$ cat config.mk
export PLATFORM = sky130hd
export DESIGN_NAME = stage_sequencer
export DESIGN_NICKNAME = d
export VERILOG_FILES = /design/src/rtl/stage_sequencer_pkg.sv /design/src/rtl/stage_sequencer_retire_counter.sv /design/src/rtl/stage_sequencer.sv
export SDC_FILE = /design/constraint.sdc
export NUM_CORES = 1
export LEC_CHECK = 0
export ABC_AREA = 1
export CORE_UTILIZATION = 48
export CTS_BUF_LIST = sky130_fd_sc_hd__clkbuf_16
export DETAILED_ROUTE_END_ITERATION = 7
export PLACE_DENSITY = 0.73
export SLEW_MARGIN = 20
export SYNTH_ARGS = -nofsm -noshare
export SYNTH_HDL_FRONTEND = slang
export SYNTH_HIERARCHICAL = 1
export SYNTH_SLANG_ARGS = --single-unit
$ cat constraint.sdc
create_clock -name sysclk -period 1.4 [get_ports sysclk]
set_input_delay 0.14 -clock sysclk [delete_from_list [all_inputs] [get_ports sysclk]]
set_output_delay 0.14 -clock sysclk [all_outputs]
set_load 0.005 [all_outputs]
$ cat src/rtl/stage_sequencer_pkg.sv
// stage_sequencer_pkg: stage encodings and default parameters shared by the sequencer and debug readout
package stage_sequencer_pkg;

    typedef enum logic [2:0] {
        ST_RESET_WAIT = 3'd0,
        ST_FETCH      = 3'd1,
        ST_DECODE     = 3'd2,
        ST_EXEC       = 3'd3,
        ST_MEM        = 3'd4,
        ST_WB         = 3'd5,
        ST_HALTED     = 3'd6
    } stage_e;

    localparam int unsigned DEF_RESET_DELAY = 4;
    localparam int unsigned DEF_STALL_LIMIT = 1024;
    localparam int unsigned DEF_CNT_W       = 32;

    // Width of a counter that must hold values 0..max_val (at least one bit)
    function automatic int unsigned cnt_bits(input int unsigned max_val);
        return (max_val > 0) ? $clog2(max_val + 1) : 1;
    endfunction

endpackage

$ cat src/rtl/stage_sequencer_retire_counter.sv
// retire_counter: wrapping count of instructions retired on each enabled cycle
module retire_counter
    import stage_sequencer_pkg::*;
#(
    parameter int unsigned CNT_W = DEF_CNT_W
) (
    input  logic             sysclk,
    input  logic             cpu_resetn,
    input  logic             en,
    output logic [CNT_W-1:0] count
);

    logic [CNT_W-1:0] count_q, count_d;

    // Next count: natural wrap from all-ones back to zero
    always_comb begin
        count_d = en ? count_q + CNT_W'(1) : count_q;
    end

    // Count register
    always_ff @(posedge sysclk or negedge cpu_resetn) begin
        if (!cpu_resetn) begin
            count_q <= '0;
        end else begin
            count_q <= count_d;
        end
    end

    assign count = count_q;

endmodule

$ cat src/rtl/stage_sequencer.sv
// stage_sequencer: single-clock multicycle stage controller with wait stretching, halt/step and stall timeout
module stage_sequencer
    import stage_sequencer_pkg::*;
#(
    parameter int unsigned RESET_DELAY = DEF_RESET_DELAY,
    parameter int unsigned STALL_LIMIT = DEF_STALL_LIMIT,
    parameter int unsigned CNT_W       = DEF_CNT_W
) (
    input  logic             sysclk,
    input  logic             cpu_resetn,
    input  logic             fetch_wait,
    input  logic             mem_wait,
    input  logic             halt_req,
    input  logic             step_mode,
    input  logic             resume,
    output logic             fetch_en,
    output logic             decode_en,
    output logic             exec_en,
    output logic             mem_en,
    output logic             wb_en,
    output logic [2:0]       stage,
    output logic             halted,
    output logic             stall_err,
    output logic [CNT_W-1:0] retire_cnt
);

    localparam int unsigned DW = cnt_bits(RESET_DELAY);
    localparam int unsigned SW = cnt_bits(STALL_LIMIT);
    localparam logic [DW-1:0] DELAY_INIT = DW'(RESET_DELAY);
    // Counter value seen in the last permitted wait cycle; only used when the check is enabled
    localparam logic [SW-1:0] STALL_LAST = SW'(STALL_LIMIT - 1);
    localparam logic CHECK_EN = (STALL_LIMIT != 0);

    stage_e         state_q, state_d;
    logic [DW-1:0]  delay_q, delay_d;
    logic [SW-1:0]  stall_q, stall_d;
    logic           stall_err_q, stall_err_d;
    logic           waiting;
    logic           stall_trip;

    // Next-state, reset-delay countdown and stall watchdog
    always_comb begin
        state_d     = state_q;
        delay_d     = delay_q;
        stall_err_d = stall_err_q;
        waiting     = (state_q == ST_FETCH && fetch_wait) || (state_q == ST_MEM && mem_wait);
        stall_trip  = CHECK_EN && waiting && (stall_q == STALL_LAST);
        stall_d     = (waiting && !stall_trip) ? stall_q + SW'(1) : '0;
        case (state_q)
            ST_RESET_WAIT: begin
                if (delay_q == '0) state_d = ST_FETCH;
                else delay_d = delay_q - DW'(1);
            end
            ST_FETCH:  state_d = fetch_wait ? ST_FETCH : ST_DECODE;
            ST_DECODE: state_d = ST_EXEC;
            ST_EXEC:   state_d = ST_MEM;
            ST_MEM:    state_d = mem_wait ? ST_MEM : ST_WB;
            ST_WB:     state_d = (halt_req || step_mode) ? ST_HALTED : ST_FETCH;
            ST_HALTED: state_d = (resume && !halt_req) ? ST_FETCH : ST_HALTED;
            default:   state_d = ST_RESET_WAIT;
        endcase
        if (stall_trip) begin
            state_d     = ST_HALTED;
            stall_err_d = 1'b1;
        end
    end

    // State, counters and sticky error; async reset aborts any in-flight instruction
    always_ff @(posedge sysclk or negedge cpu_resetn) begin
        if (!cpu_resetn) begin
            state_q     <= ST_RESET_WAIT;
            delay_q     <= DELAY_INIT;
            stall_q     <= '0;
            stall_err_q <= 1'b0;
        end else begin
            state_q     <= state_d;
            delay_q     <= delay_d;
            stall_q     <= stall_d;
            stall_err_q <= stall_err_d;
        end
    end

    assign fetch_en  = (state_q == ST_FETCH);
    assign decode_en = (state_q == ST_DECODE);
    assign exec_en   = (state_q == ST_EXEC);
    assign mem_en    = (state_q == ST_MEM);
    assign wb_en     = (state_q == ST_WB);
    assign halted    = (state_q == ST_HALTED);
    assign stage     = state_q;
    assign stall_err = stall_err_q;

    retire_counter #(.CNT_W(CNT_W)) u_retire (
        .sysclk     (sysclk),
        .cpu_resetn (cpu_resetn),
        .en         (wb_en),
        .count      (retire_cnt)
    );

endmodule

---- After elaboration in Yosys (flattened, before gate mapping) ----
Index checks and enable logic that the tools add are counted.
storage, ports and cells
  input port bits ......................... 7
  output and inout bits ................... 42
  word-level logic and storage cells ...... 37
  flip-flop bits (word level) ............. 50
operators by class
  equality and inequality tests ........... 8
  mux-type cells .......................... 8
  $add $sub $neg .......................... 3
  bitwise operators ....................... 1
  reductions and logical operators ........ 12
operators with widths
  operator                                                                 count
  32-bit by 1-bit adder with 32-bit output, second input constant          1
  3-bit case mux with 7 select lines                                       1
  3-bit two-way mux                                                        4
  11-bit by 1-bit adder with 11-bit output, second input constant          1
  11-bit by 10-bit equality test with 1-bit output, second input constant  1
  11-bit two-way mux                                                       1
  3-bit equality test, second input constant                               3
  3-bit by 2-bit equality test with 1-bit output, second input constant    2
  3-bit zero test                                                          2
  1-bit logical AND                                                        5
  3-bit by 1-bit equality test with 1-bit output, second input constant    1
  3-bit inequality test, second input constant                             1
  3-bit by 1-bit subtractor with 3-bit output, second input constant       1
  1-bit zero test                                                          2
  1-bit logical OR                                                         2
  2-bit two-way mux                                                        1
  2-bit AND reduction                                                      1
  1-bit two-way mux                                                        1
  1-bit NOT                                                                1

---- Depth between registers and ports, before layout ----
Gate-level depths: netlist of the first run.
  depth in word-level cells ............... 7
  depth in mapped cells ................... 11

---- Hierarchy ----
The synthesis of the first run kept the hierarchy.
by module, submodules not included
  module           cells an instance  sequential area each (um^2)  instances  area each (um^2)
  retire_counter   233                800.8                        1          1808.0
  stage_sequencer  128                451.7                        1          1022.2

---- Worst setup path before layout of the first run ----
No wires, ideal clock.
  kind .................................... flip-flop to flip-flop
  from .................................... reg state_q[1] (netlist: stage[1])
  to ...................................... reg u_retire.count_q[24] (netlist: u_retire/count[24])
  clock period less this slack ............ 1.635 ns
  arrival time ............................ 1.518 ns
  setup time .............................. 0.117 ns
  buffers on the path ..................... 1
  slack ................................... -0.235 ns
  cell stages (with the launch flop) ...... 12
  path through ............................ dfrtp_1 buf_6 nor2_1 nand2_1 inv_1 nand2_2 nor2_8 nand2_4 nor2_4 nand3_1 nand2_1 nand2_1
on the way
  word-level cells in the longest chain between the ends .. 1
ends and longest elaborated chain
  what                    line                                  text
  start, declared         stage_sequencer.sv:34                 stage_e state_q, state_d;
  start signal, assigned  stage_sequencer.sv:76                 state_q <= state_d;
  3-bit equality test     stage_sequencer.sv:87                 assign wb_en = (state_q == ST_WB);
  net wb_en               stage_sequencer.sv:20                 output logic wb_en,
  end signal, assigned    stage_sequencer_retire_counter.sv:25  count_q <= count_d;
  end, declared           stage_sequencer_retire_counter.sv:13  logic [CNT_W-1:0] count_q, count_d;
The timed path passes the listed nets, and every way through them passes these cells.
A chain may end at the register's enable or synchronous reset.

---- Final worst setup path of the first run ----
  from .................................... reg state_q[2] (netlist: stage[2])
  to ...................................... reg state_q[0] (netlist: stage[0])
on the way
  word-level cells in the longest chain between the ends .. 5
  elaborated cells on any way between the ends .. 14
  those cells by class .................... 7 x eq/ne; 2 x mux; 5 x reduce/logical
ends and longest elaborated chain
  what                                                                                   line                                          text
  3-bit by 1-bit equality test with 1-bit output or 3-bit equality test (tied branches)  stage_sequencer.sv:46, stage_sequencer.sv:49
  1-bit logical AND                                                                      stage_sequencer.sv:46                         waiting = (state_q == ST_FETCH && fetch_wait) || (state_q == ST_MEM && mem_wait);
  1-bit logical OR                                                                       stage_sequencer.sv:46
  1-bit logical AND                                                                      stage_sequencer.sv:47                         stall_trip = CHECK_EN && waiting && (stall_q == STALL_LAST);
  3-bit inequality test (no source line) or 3-bit two-way mux (tied branches)            --
Several ways; a longest one is shown, not always the timed one.

==> results.md, run 1 <==
* CTS tree: built
* Vias in the first global route at around 2600
* HP Class: input port to asynchronous set/reset pin
* Placed Cells at a little over 500
* Drt drc at 0
* Multi-input gate area at between 1500 and 2000 sq um
* Worst slew pin tran at ~0.35 ns
* Endpoint class of the critical path: flop
* Die Width at 78.8 um
* Largest net degree at the start of global routing at 51
* Routed WL at roughly 8.5 mm
* Synth Cell Area at 2830 sq um
* Gpl congestion at between 0.8 and 0.9
* Fmax at 620 MHz
* Core footprint at roughly 5600 sq um
* Initial DRT Pass Iterations at 5
* Final WS setup at -0.214 ns
* Relative slew slack at ~77%
* Area grow syn2layout at 56.9%
* Fin. max-slew vios at 0
* DRT antenna net count at 0
* Clock Latency Late Sink at around 0.29 ns
* Crit-path max cell delay at roughly 0.4 ns
* Clock-pin slew on the worst setup and hold paths at ~0.070 ns
* Post-synth ARST share at 100%
* Worst Path Max Fanout at 5
* First-pass GRT wire length at 12.4 mm
* Failing checks: setup timing
* Post-DP HPWL at 4.97 mm
* H-tree Lvls at 2
* Layout cells sized above 1 at around 34%
* Layout Skew at approximately 0.0068 ns
* Number of synthesized flops with an enable pin at 0
* Startpoint Class: flop
* Syn_nets at 372
* VDD IR max at ~1.1 mV
* Storage element area at 1260 sq um
* Flops & latches, synth at 50
* CP delay by family, top: buffers and inverters
* Die area at 6210 sq um
* Hold Fails Final Rpt at 0
* Crit path top cell by count: buf_6
* Min Tclk post-route at 1.61 ns
* CP max stage cell: dfrtp_1
* WS Path Type: flop to flop
* Arr. time, crit path at between 1.5 and 2 ns
* Status: complete, but fails checks
* IO Port Bufs at between 40 and 50
* Worst path required time at roughly 1.6 ns
* Avg Cell Area, Syn at ~7.8 sq um
* TritonCTS Buffers at 5
* Max Cap Violations at 0
* Layout net count at ~500
* Num rows at 27
* Top FF cell, synth: dfrtp_1
* Starting Density at roughly half
* Vias at slightly below 3000
* Congestion Overflow GR at 0
* Gr usage total at 25.7%
* PwrDens at roughly 1200 nW/um^2
* Final Setup Violations at between 40 and 50
* Iter 0 DRT Violations at approximately 240
* Period Utilization, post-route at 115%
* Clock sinks at 50
* Longest Clk Path Bufs at 2
* Crit path cell chain: buf_6, buf_6, inv_4, nor3_4, buf_4, buf_6, nand2_4, nand2_8, inv_2, nor2_1, nor2_1
* Routed len/inst at between 15 and 20 um
* Fillers at 360
* Clock tree root buffer cell: clkbuf_16
* Post-Syn Instances at roughly 360
* # IOs at 49
* Antenna violations before repair at 0
* Final setup TNS at -4.79 ns
* DR vias/cell at roughly 5.3
* Worst R2R Path Depth at 11
* Crit path buffers/inverters at 6
* Pleak at around 2.3 nW
* Register area share after synthesis at 44.3%
* Crit path depth at 11
* Post-Route Utilization at between 70 and 80%
* Non-filler instance count after layout at 556
* Chip height at slightly below 80 um
* RSZ-0062 raised after global routing: true
* Synth Warn # at 6
* Antenna cell count at 0
* Distinct cells, synth at 29
worst register-to-register path, delay by kind of cell (launching register included):
| family | cells | cell delay [ns] |
|---|---|---|
| buffers and inverters | 6 | 0.57 |
| flip-flops | 1 | 0.40 |
| AND/OR/NAND/NOR | 5 | 0.54 |
state kept, by name (all words and copies together) (netlist names):
signal          cells
stall_err           1
delay_q             3
stage               3
u_retire/count     32
stall_q            11
report_power, final:
group | internal (W) | switching (W) | total (W)
logic | 0.00102 | 0.00106 | 0.00208
clock network | 0.000847 | 0.000541 | 0.00139
registers | 0.00156 | 0.000102 | 0.00166
metrics by stage:
| step | worst slack, ns | cell area, sq um | power (W) | hold WS, ns |
|---|---|---|---|---|
| 3_5_place_dp | -0.0925 | 3670 | 0.00306 | 0.149 |
| 3_3_place_gp | -0.0595 | 3670 | 0.00302 | 0.146 |
| 4_1_cts | -0.0804 | 4030 | 0.00462 | 0.377 |
| 2_1_floorplan | -0.0893 | 2890 | 0.00234 | -0.156 |
| 5_1_grt | -0.289 | 4440 | 0.00536 | 0.423 |
| 6_report | -0.214 | 4440 | 0.00512 | 0.376 |
path summary, 6_finish.rpt:
check | to | startpoint | slack (ns)
worst max-delay path | stage[0] | stage[2] | -0.21
max in group asynchronous | delay_q[2] | cpu_resetn | 0.74
worst max register to register | stage[0] | stage[2] | -0.21
worst min register to register | stall_err | stall_err | 0.48
min in group sysclk | stall_err | stall_err | 0.48
worst min-delay path | stall_q[6] | cpu_resetn | 0.38
final cells by class:
cell class / count / share of cell area (%)
clock buffers: 5 / 2.82
clock inverters: 3 / 0.986
inverters: 47 / 4.20
multi-input cells: 262 / 37.7
flip-flops and latches: 50 / 28.3
well taps: 72 / 2.03
repair buffers: 117 / 24.0
cells in the mapped netlist (3+ instances only):
cell type	instances	area [sq um]
dfrtp_1	49	1230
ha_1	4	50.1
inv_1	44	165
inv_2	3	11.3
nand2_1	100	375
nand2_2	5	31.3
nand2_4	3	33.8
nand3_1	26	130
nand3b_1	4	30.0
nand4_1	5	31.3
nor2_1	58	218
nor2_2	8	50.1
nor2_4	5	56.3
nor3_1	5	25.0
o21ai_0	5	25.0
xnor2_1	7	61.3
xor2_1	14	123
kinds of logic after synthesis:
group / share of synthesized area (%)
buffers and inverters: 7.03
and+or+nand+nor: 38.9
AOI/OAI and AO/OA: 1.59
xor gates and xnor gates: 6.50
adders and majority gates: 1.77
DFF: 44.3
cells in the final DEF, fill, tap and decap left out, drive strengths merged, types with 2 or more instances in the layout:
master,n
inv,48
dlymetal6s2s,13
nand2,108
clkbuf,8
nand3b,4
clkdlybuf4s50,25
nand3,29
nand4,6
dfrtp,49
and2,2
xor2,14
xnor2,7
buf,72
nor2,72
dlygate4sd2,2
nor3,8
ha,4
o21ai,5
metal layers:
layer	up-vias	wire length [um]	share of wire [%]	GRT usage [%]
met1	1399	3540	42	33.9
li1	1371	-	-	-
met2	128	4200	49	42.0
met3	26	475	5.6	4.25
met5	-	0	0	0
met4	0	280	3.3	10.2
repair_timing:
action / in CTS / in global routing
pin swaps: 14 / 21
hold buffers: 1 / 0
endpoints found under the hold margin: 49 / 0
buffers inserted: 16 / 26
setup endpoints to repair: 37 / 75
gates resized for setup: 42 / 80
No activity file was read; power rests on OpenSTA's default activity.
==> run 2: changes to the inputs <==
--- a/config.mk
+++ b/config.mk
@@ -6,6 +6,7 @@
 export NUM_CORES = 1
 export LEC_CHECK = 0
 export ABC_AREA = 1
+export CORE_MARGIN = 2
 export CORE_UTILIZATION = 48
 export CTS_BUF_LIST = sky130_fd_sc_hd__clkbuf_16
 export DETAILED_ROUTE_END_ITERATION = 7
==> constraint.sdc (replaced) <==
create_clock -name sysclk -period 1.3 [get_ports sysclk]
set_input_delay 0.13 -clock sysclk [delete_from_list [all_inputs] [get_ports sysclk]]
set_output_delay 0.13 -clock sysclk [all_outputs]
set_load 0.005 [all_outputs]
==> run 2 against run 1 <==
Compared with the run above:
- the flow still finishes with violations (setup timing)
- register-to-register slack got worse by 0.12 ns
- setup slack worse by 0.12 ns
- wire length up 14%
- flip-flop and latch count stayed put
- combinational power is 9% higher
- highest routed layer unchanged
- cell area grew 3.6%
- clock-buffer cell count unchanged
- largest cell class unchanged
- maximum frequency shrank 1.2%
- first-iteration DRC count grew 49%
==> results.md, run 2 (synthesized netlist as in run 1, its figures left out) <==
* Status: complete, but fails checks
* Failing checks: setup timing
* Commonest non-fill, non-tap cells in the layout: 92 x nand2_1, 72 x buf_4, 46 x dfrtp_1
* Period Utilization, post-route at 126% (+10 points)
* H-tree Lvls at 2 (unchanged)
* Initial DRT Pass Iterations at 6 (+1)
* Core footprint at 5610 sq um (unchanged)
* Area grow syn2layout at 62.6%
* Commonest non-fill, non-tap cell in the layout: nand2_1
* VDD IR max at 1.18 mV (+7.7%)
* Crit path depth at 9 (-2)
* Post-DP HPWL at 5.18 mm (+4.2%)
* WS Path Type: flop to flop
* Fmax at 612 MHz (-1.2%)
* Final WS setup at -0.334 ns (-0.120 ns)
* Gr usage total at 25.7% (about the same)
* Reg2reg end: u_retire/count[31]
* RSZ-0062 raised after global routing: true
* Crit path cell chain: buf_6, nand2_1, nor2_1, buf_4, nand2_1, nor2_2, nand3_1, nand2_1, nand2_1
* Crit path top cell by count: nand2_1
* Die area at 6530 sq um (+5.1%)
* Num rows at 27 (unchanged)
* Post-Route Utilization at 82.1% (+2.9 points)
* Routed len/inst at 16.7 um (+9.2%)
* Layout Skew at 0.0105 ns (+0.00371 ns)
* Relative slew slack at 75.0% (-1.6 points)
* Gpl congestion at 0.864 (-1.4%)
* Clock tree root buffer cell: clkbuf_16
* Vias in the first global route at 2783 (+6.1%)
* # IOs at 49 (unchanged)
* Non-filler instance count after layout at 581 (+4.5%)
* Die Width at 80.8 um (+2.5%)
* Vias at 3137 (+7.3%)
* Largest net degree at the start of global routing at 51 (unchanged)
* Worst R2R Path Depth at 9 (-2)
* Placed Cells at 523 (+3.0%)
* Drt drc at 0 (unchanged)
* Pleak at 2.33 nW (+1.2%)
* Clock sinks at 50 (unchanged)
* Hold Fails Final Rpt at 0 (unchanged)
* CP delay by family, top: simple AND/OR/NAND/NOR gates
* Routed WL at 9.70 mm (+14%)
* Iter 0 DRT Violations at 355 (+49%)
* Worst slew pin tran at 0.373 ns (+0.0240 ns)
* DRT antenna net count at 0 (unchanged)
* Startpoint Class: flop
* Crit. Startpoint: u_retire/count[0]
* Crit Reg-Reg Startpoint: u_retire/count[0]
* Worst path required time at 1.48 ns (-0.10 ns)
* Fin. max-slew vios at 0 (unchanged)
* Starting Density at 50.5% (unchanged)
* TritonCTS Buffers at 5 (unchanged)
* CTS tree: built
* Clock-pin slew on the worst setup and hold paths at 0.07 ns (about the same)
* Max Cap Violations at 0 (unchanged)
* DR vias/cell at 5.40 (+2.7%)
* IO Port Bufs at 48 (unchanged)
* PwrDens at 1160 nW/um^2 (+0.78%)
* Congestion Overflow GR at 0 (unchanged)
* CP max stage cell: dfrtp_1
* Arr. time, crit path at 1.81 ns (about the same)
* Chip height at 80.8 um (+2.5%)
* Endpoint class of the critical path: flop
* Layout net count at 519 (+5.1%)
* Worst Path Max Fanout at 4 (-1)
* HP Class: input port to asynchronous set/reset pin
* Antenna violations before repair at 0 (unchanged)
* Final Setup Violations at 52 (+16%)
* FF-to-FF setup slack at -0.33 ns (-0.12 ns)
* Crit path buffers/inverters at 2 (-4)
* Clock Latency Late Sink at 0.29 ns (about the same)
* Crit-path max cell delay at 0.41 ns (about the same)
* Min Tclk post-route at 1.63 ns (+0.0196 ns)
* Longest Clk Path Bufs at 2 (unchanged)
* Antenna cell count at 0 (unchanged)
* Max FFs per register at 32 (unchanged)
* First-pass GRT wire length at 12.8 mm (+3.3%)
* Layout cells sized above 1 at 37.9% (+3.8 points)
* Worst Setup EP: u_retire/count[31]
## run 2: cell types whose count changed in the layout (fill, tap and decap cells not counted), sizes merged, moves of 10 or more
| cell | before | now |
|---|---|---|
| dlymetal6s2s | 13 | 3 |
| buf | 72 | 99 |
| clkdlybuf4s50 | 25 | 10 |
| dlygate4sd2 | 2 | 25 |
## run 2: worst min path at each step
stage               start          end  slack (ns)  cells past startpoint
2_1_floorplan  cpu_resetn   delay_q[0]       -0.17                      0
3_3_place_gp   cpu_resetn   stall_q[9]        0.14                      2
3_5_place_dp   cpu_resetn   stall_q[7]        0.14                      2
4_1_cts        cpu_resetn  stall_q[10]        0.38                      3
5_1_grt        cpu_resetn   stall_q[7]        0.40                      3
6_report       cpu_resetn   delay_q[1]        0.36                      3
## run 2: per-stage QoR
step / total power, W / setup slack [ns] / area, sq um / hold slack, ns / setup TNS [ns]
3_3_place_gp: 0.00321 / -0.140 / 3780 / 0.140 / -3.20
6_report: 0.00535 / -0.334 / 4600 / 0.362 / -8.84
2_1_floorplan: 0.00252 / -0.189 / 2890 / -0.166 / -3.14
5_1_grt: 0.00557 / -0.368 / 4600 / 0.404 / -11.33
4_1_cts: 0.00493 / -0.205 / 4310 / 0.377 / -5.20
3_5_place_dp: 0.00325 / -0.211 / 3780 / 0.141 / -4.91
## run 2: worst min-delay path, cell delays in order
cell and delay [ns]:
dlygate4sd3_1 0.52, buf_2 0.12, buf_12 0.27
## run 2: power by group
group          internal, W  leakage (nW)  switching, W  total, W
Clock             0.000697        0.0724      0.000562   0.00126
Combinational      0.00112          1.59       0.00114   0.00226
Sequential         0.00168         0.675      0.000151   0.00183
Total              0.00350          2.33       0.00185   0.00535
## run 2: layout make-up
type	instances	area, sq um
multi-input combinational	262	1720
sequential	50	1260
timing repair buffer	142	1210
fill	334	1010
inverter	47	186
clock buffer	5	125
tap	72	90.1
clock inverter	3	12.5
## run 2: routing by layer
layer / track usage, % / wire, um / share of wire [%] / vias to the layer above
li1: - / - / - / 1413
met1: 34.7 / 3690 / 38 / 1516
met2: 41.8 / 4740 / 49 / 162
met3: 5.00 / 706 / 7.3 / 46
met4: 8.31 / 560 / 5.8 / 0
met5: 0 / 0 / 0 / -
## run 2: repair_timing
item                                    CTS  global route
gates resized for setup                  91            69
pin swaps                                19            14
hold buffers                              1             0
endpoints found under the setup margin   83            59
buffers inserted                         37            12
endpoints found under the hold margin    49             0
==> run 3: changes to the inputs <==
--- a/config.mk
+++ b/config.mk
@@ -6,13 +6,14 @@
 export NUM_CORES = 1
 export LEC_CHECK = 0
 export ABC_AREA = 1
+export CORE_ASPECT_RATIO = 1.1
 export CORE_MARGIN = 2
 export CORE_UTILIZATION = 48
 export CTS_BUF_LIST = sky130_fd_sc_hd__clkbuf_16
 export DETAILED_ROUTE_END_ITERATION = 7
+export MAX_ROUTING_LAYER = met4
 export PLACE_DENSITY = 0.73
 export SLEW_MARGIN = 20
 export SYNTH_ARGS = -nofsm -noshare
 export SYNTH_HDL_FRONTEND = slang
-export SYNTH_HIERARCHICAL = 1
 export SYNTH_SLANG_ARGS = --single-unit
==> run 3 against run 2 <==
Compared with the run above:
- the run still ends with setup timing left
- non-clock buffer count is 44 higher
- cell area is 18% higher
- power is 18% higher
- setup slack worse by 0.12 ns
- global-route usage is 5.8 points higher
- synthesized cell count is 6.1% higher
- critical path type unchanged
==> results.md, run 3 <==
* Chip height at 85.3 um (+5.6%)
* Gr usage total at 31.5% (+5.8 points)
* Gpl congestion at 0.857 (-0.82%)
* Crit. Startpoint: u_retire.count[4]
* Distinct cells, synth at 31 (+6.9%)
* Non-filler instance count after layout at 651 (+12%)
* Starting Density at 49.7% (-0.77 points)
* Area grow syn2layout at 88.8%
* Core footprint at 5810 sq um (+3.5%)
* Post-synth ARST share at 100% (unchanged)
* Mux contribution to synthesized area at 0% (unchanged)
* PwrDens at 1160 nW/um^2 (-0.40%)
* Num rows at 29 (+7.4%)
* Register area share after synthesis at 43.4% (-0.84 points)
* Wire length on met2 at 7.17 mm (+51%)
* Flops & latches, synth at 50 (unchanged)
* Highest metal used: met4
* First-pass GRT wire length at 16.1 mm (+25%)
* Status: complete, but fails checks
* DRT antenna net count at 0 (unchanged)
* Period Utilization, post-route at 135% (+9.1 points)
* Placed Cells at 570 (+9.0%)
* Compound-Gate Fraction of Synth Area at 2.08% (+0.49 points)
* Clock Latency Late Sink at 0.30 ns (about the same)
* TritonCTS Buffers at 5 (unchanged)
* Synth Cell Area at 2890 sq um (+1.9%)
* Vias at 3904 (+24%)
* Top FF cell, synth: dfrtp_1
* DR WL met3 at 1.11 mm (+58%)
* Internal power at 0.00402 W (+15%)
* Congestion Overflow GR at 0 (unchanged)
* HP Class: input port to asynchronous set/reset pin
* Drt drc at 0 (unchanged)
* RSZ-0062 raised after global routing: true
* Clock network fraction of design power at 25.1% (+1.6 points)
* Min Tclk post-route at 1.75 ns (+0.118 ns)
* Synth Warn # at 0 (-6)
* Worst slew pin tran at 0.442 ns (+0.0690 ns)
* Syn_nets at 394 (+5.9%)
* Synth Area in Adders at 1.73% (-0.034 points)
* Yosys top cell by area: dfrtp_1
* # IOs at 49 (unchanged)
* Comb pwr share at 45.1% (+2.9 points)
* H-tree Lvls at 2 (unchanged)
* Commonest non-fill, non-tap cells in the layout: 89 x nand2_1, 87 x buf_4, 48 x buf_6
* Failing checks: setup timing
* Post-Syn Instances at 383 (+6.1%)
* Antenna violations before repair at 0 (unchanged)
* WS Path Type: flop to flop
* Clock-pin slew on the worst setup and hold paths at 0.07 ns (about the same)
* Top-area cell type share of the netlist area at 42.5% (-0.83 points)
* Largest family of logic cells by synthesized area: simple AND/OR/NAND/NOR gates
* Routed len/inst at 21.5 um (+29%)
* Max FFs per register at 32 (unchanged)
* Sw Ratio at 36.3% (+1.7 points)
* Startpoint Class: flop
* Iter 0 DRT Violations at 297 (-16%)
* Clock sinks at 50 (unchanged)
* Endpoint class of the critical path: flop
* Vias in the first global route at 3539 (+27%)
* Relative slew slack at 70.3% (-4.7 points)
* Count leader, synth: nand2_1
* Layout net count at 584 (+13%)
* VDD IR max at 1.37 mV (+17%)
* Fin. max-slew vios at 0 (unchanged)
* Die Width at 77.9 um (-3.5%)
* DR vias/cell at 6.00 (+11%)
* CTS tree: built
* Final Setup Violations at 61 (+17%)
* Clock tree root buffer cell: clkbuf_16
* Largest net degree at the start of global routing at 51 (unchanged)
* Pleak at 2.78 nW (+19%)
* Avg Cell Area, Syn at 7.53 sq um (-3.9%)
* Simple-Gate Fraction of Synth Area at 39.6% (+0.78 points)
* IO Port Bufs at 48 (unchanged)
* Routed WL at 14.0 mm (+45%)
* Hold Fails Final Rpt at 0 (unchanged)
* Final setup TNS at -11.03 ns (-2.19 ns)
* Post-DP HPWL at 5.51 mm (+6.5%)
* Sw Pwr at 0.00229 W (+24%)
* Die area at 6650 sq um (+1.9%)
* Register share of total power at 29.8% (-4.5 points)
* Crit Reg-Reg Startpoint: u_retire.count[4]
* Arr. time, crit path at 1.95 ns (+0.14 ns)
* Worst Path Max Fanout at 4 (unchanged)
* Longest Clk Path Bufs at 2 (unchanged)
* Final WS setup at -0.452 ns (-0.118 ns)
* Commonest non-fill, non-tap cell in the layout: nand2_1
* M1 wire length at 4.58 mm (+24%)
* Fmax at 571 MHz (-6.7%)
* Layout cells sized above 1 at 54.4% (+16 points)
* Antenna cell count at 0 (unchanged)
* Worst path required time at 1.50 ns (+0.02 ns)
* Number of synthesized flops with an enable pin at 0 (unchanged)
* XOR/XNOR share of the synthesized area at 6.98% (+0.48 points)
* Layout Skew at 0.00343 ns (-0.00710 ns)
* Top cells by count, synth: 137 x nand2_1, 54 x nor2_1, 49 x dfrtp_1, 40 x inv_1, 16 x nand3_1
* Max Cap Violations at 0 (unchanged)
* Area contributors post-synth: dfrtp_1 42%, nand2_1 18%, nor2_1 7.0%
* Initial DRT Pass Iterations at 5 (-1)
## run 3: power by group through the flow
stage / Clock (W) / Sequential (W) / Combinational [W]
4_1_cts: 0.00153 / 0.00183 / 0.00216
2_1_floorplan: 0 / 0.00189 / 0.000625
5_1_grt: 0.00161 / 0.00189 / 0.00297
6_report: 0.00158 / 0.00188 / 0.00285
3_5_place_dp: 0 / 0.00184 / 0.00161
3_3_place_gp: 0 / 0.00183 / 0.00157
## run 3: per-stage QoR
stage | hold slack [ns] | cell area, sq um | power, W | setup slack [ns] | util, %
2_1_floorplan | -0.166 | 2940 | 0.00252 | -0.0882 | -
3_3_place_gp | 0.140 | 4000 | 0.00340 | -0.145 | 69.0
3_5_place_dp | 0.142 | 4000 | 0.00344 | -0.186 | 69.0
4_1_cts | 0.379 | 4840 | 0.00552 | -0.175 | 83.4
5_1_grt | 0.392 | 5450 | 0.00646 | -0.475 | 93.8
6_report | 0.348 | 5450 | 0.00631 | -0.452 | 93.8
## run 3: cells by family (layout without fill, tap and decap cells)
kind of cell / after synthesis / in the layout
AOI/OAI and AO/OA: 11 / 11
and+or+nand+nor: 249 / 250
DFF: 50 / 50
buffers and inverters: 46 / 236
xor gates and xnor gates: 23 / 23
adders and majority gates: 4 / 4
## run 3: routing by layer
metal | GRT usage (%) | up-vias
met5 | - | -
met4 | 14.4 | 0
met3 | 5.21 | 129
met2 | 58.8 | 322
met1 | 31.9 | 1883
li1 | - | 1570
## run 3: final timing paths
check | depth (start not counted) | slack [ns] | end
max | 10 | -0.45 | u_retire.count[31]
max reg2reg | 10 | -0.45 | u_retire.count[31]
max in group asynchronous | 3 | 0.68 | delay_q[2]
min | 3 | 0.35 | u_retire.count[8]
min reg2reg | 2 | 0.48 | delay_q[2]
min in group sysclk | 2 | 0.48 | delay_q[2]
## run 3: cell type report
class	count	area [sq um]
clock buffers	5	125
clock inverters	3	45.0
fillers	175	358
inverters	42	170
multi-input cells	288	2090
flip-flops and latches	50	1270
well taps	77	96.3
repair buffers	186	1650
## run 3: worst max-delay path, cell delays in order (launching register included)
cell     delay [ns]
dfrtp_1        0.46
nand2_2        0.13
nor2_4         0.16
nand2_4        0.10
buf_12         0.14
nor2_4         0.12
nand2_1        0.11
nand2_1        0.18
nand2_1        0.12
nand2_1        0.08
nand2_1        0.05
## run 3: timing repair
action	4_1_cts	5_1_grt
hold endpoints to repair	49	0
gates resized for setup	164	141
hold buffers	1	0
pin swaps	41	64
buffers inserted	47	26
endpoints found under the setup margin	82	61
gates cloned	1	0
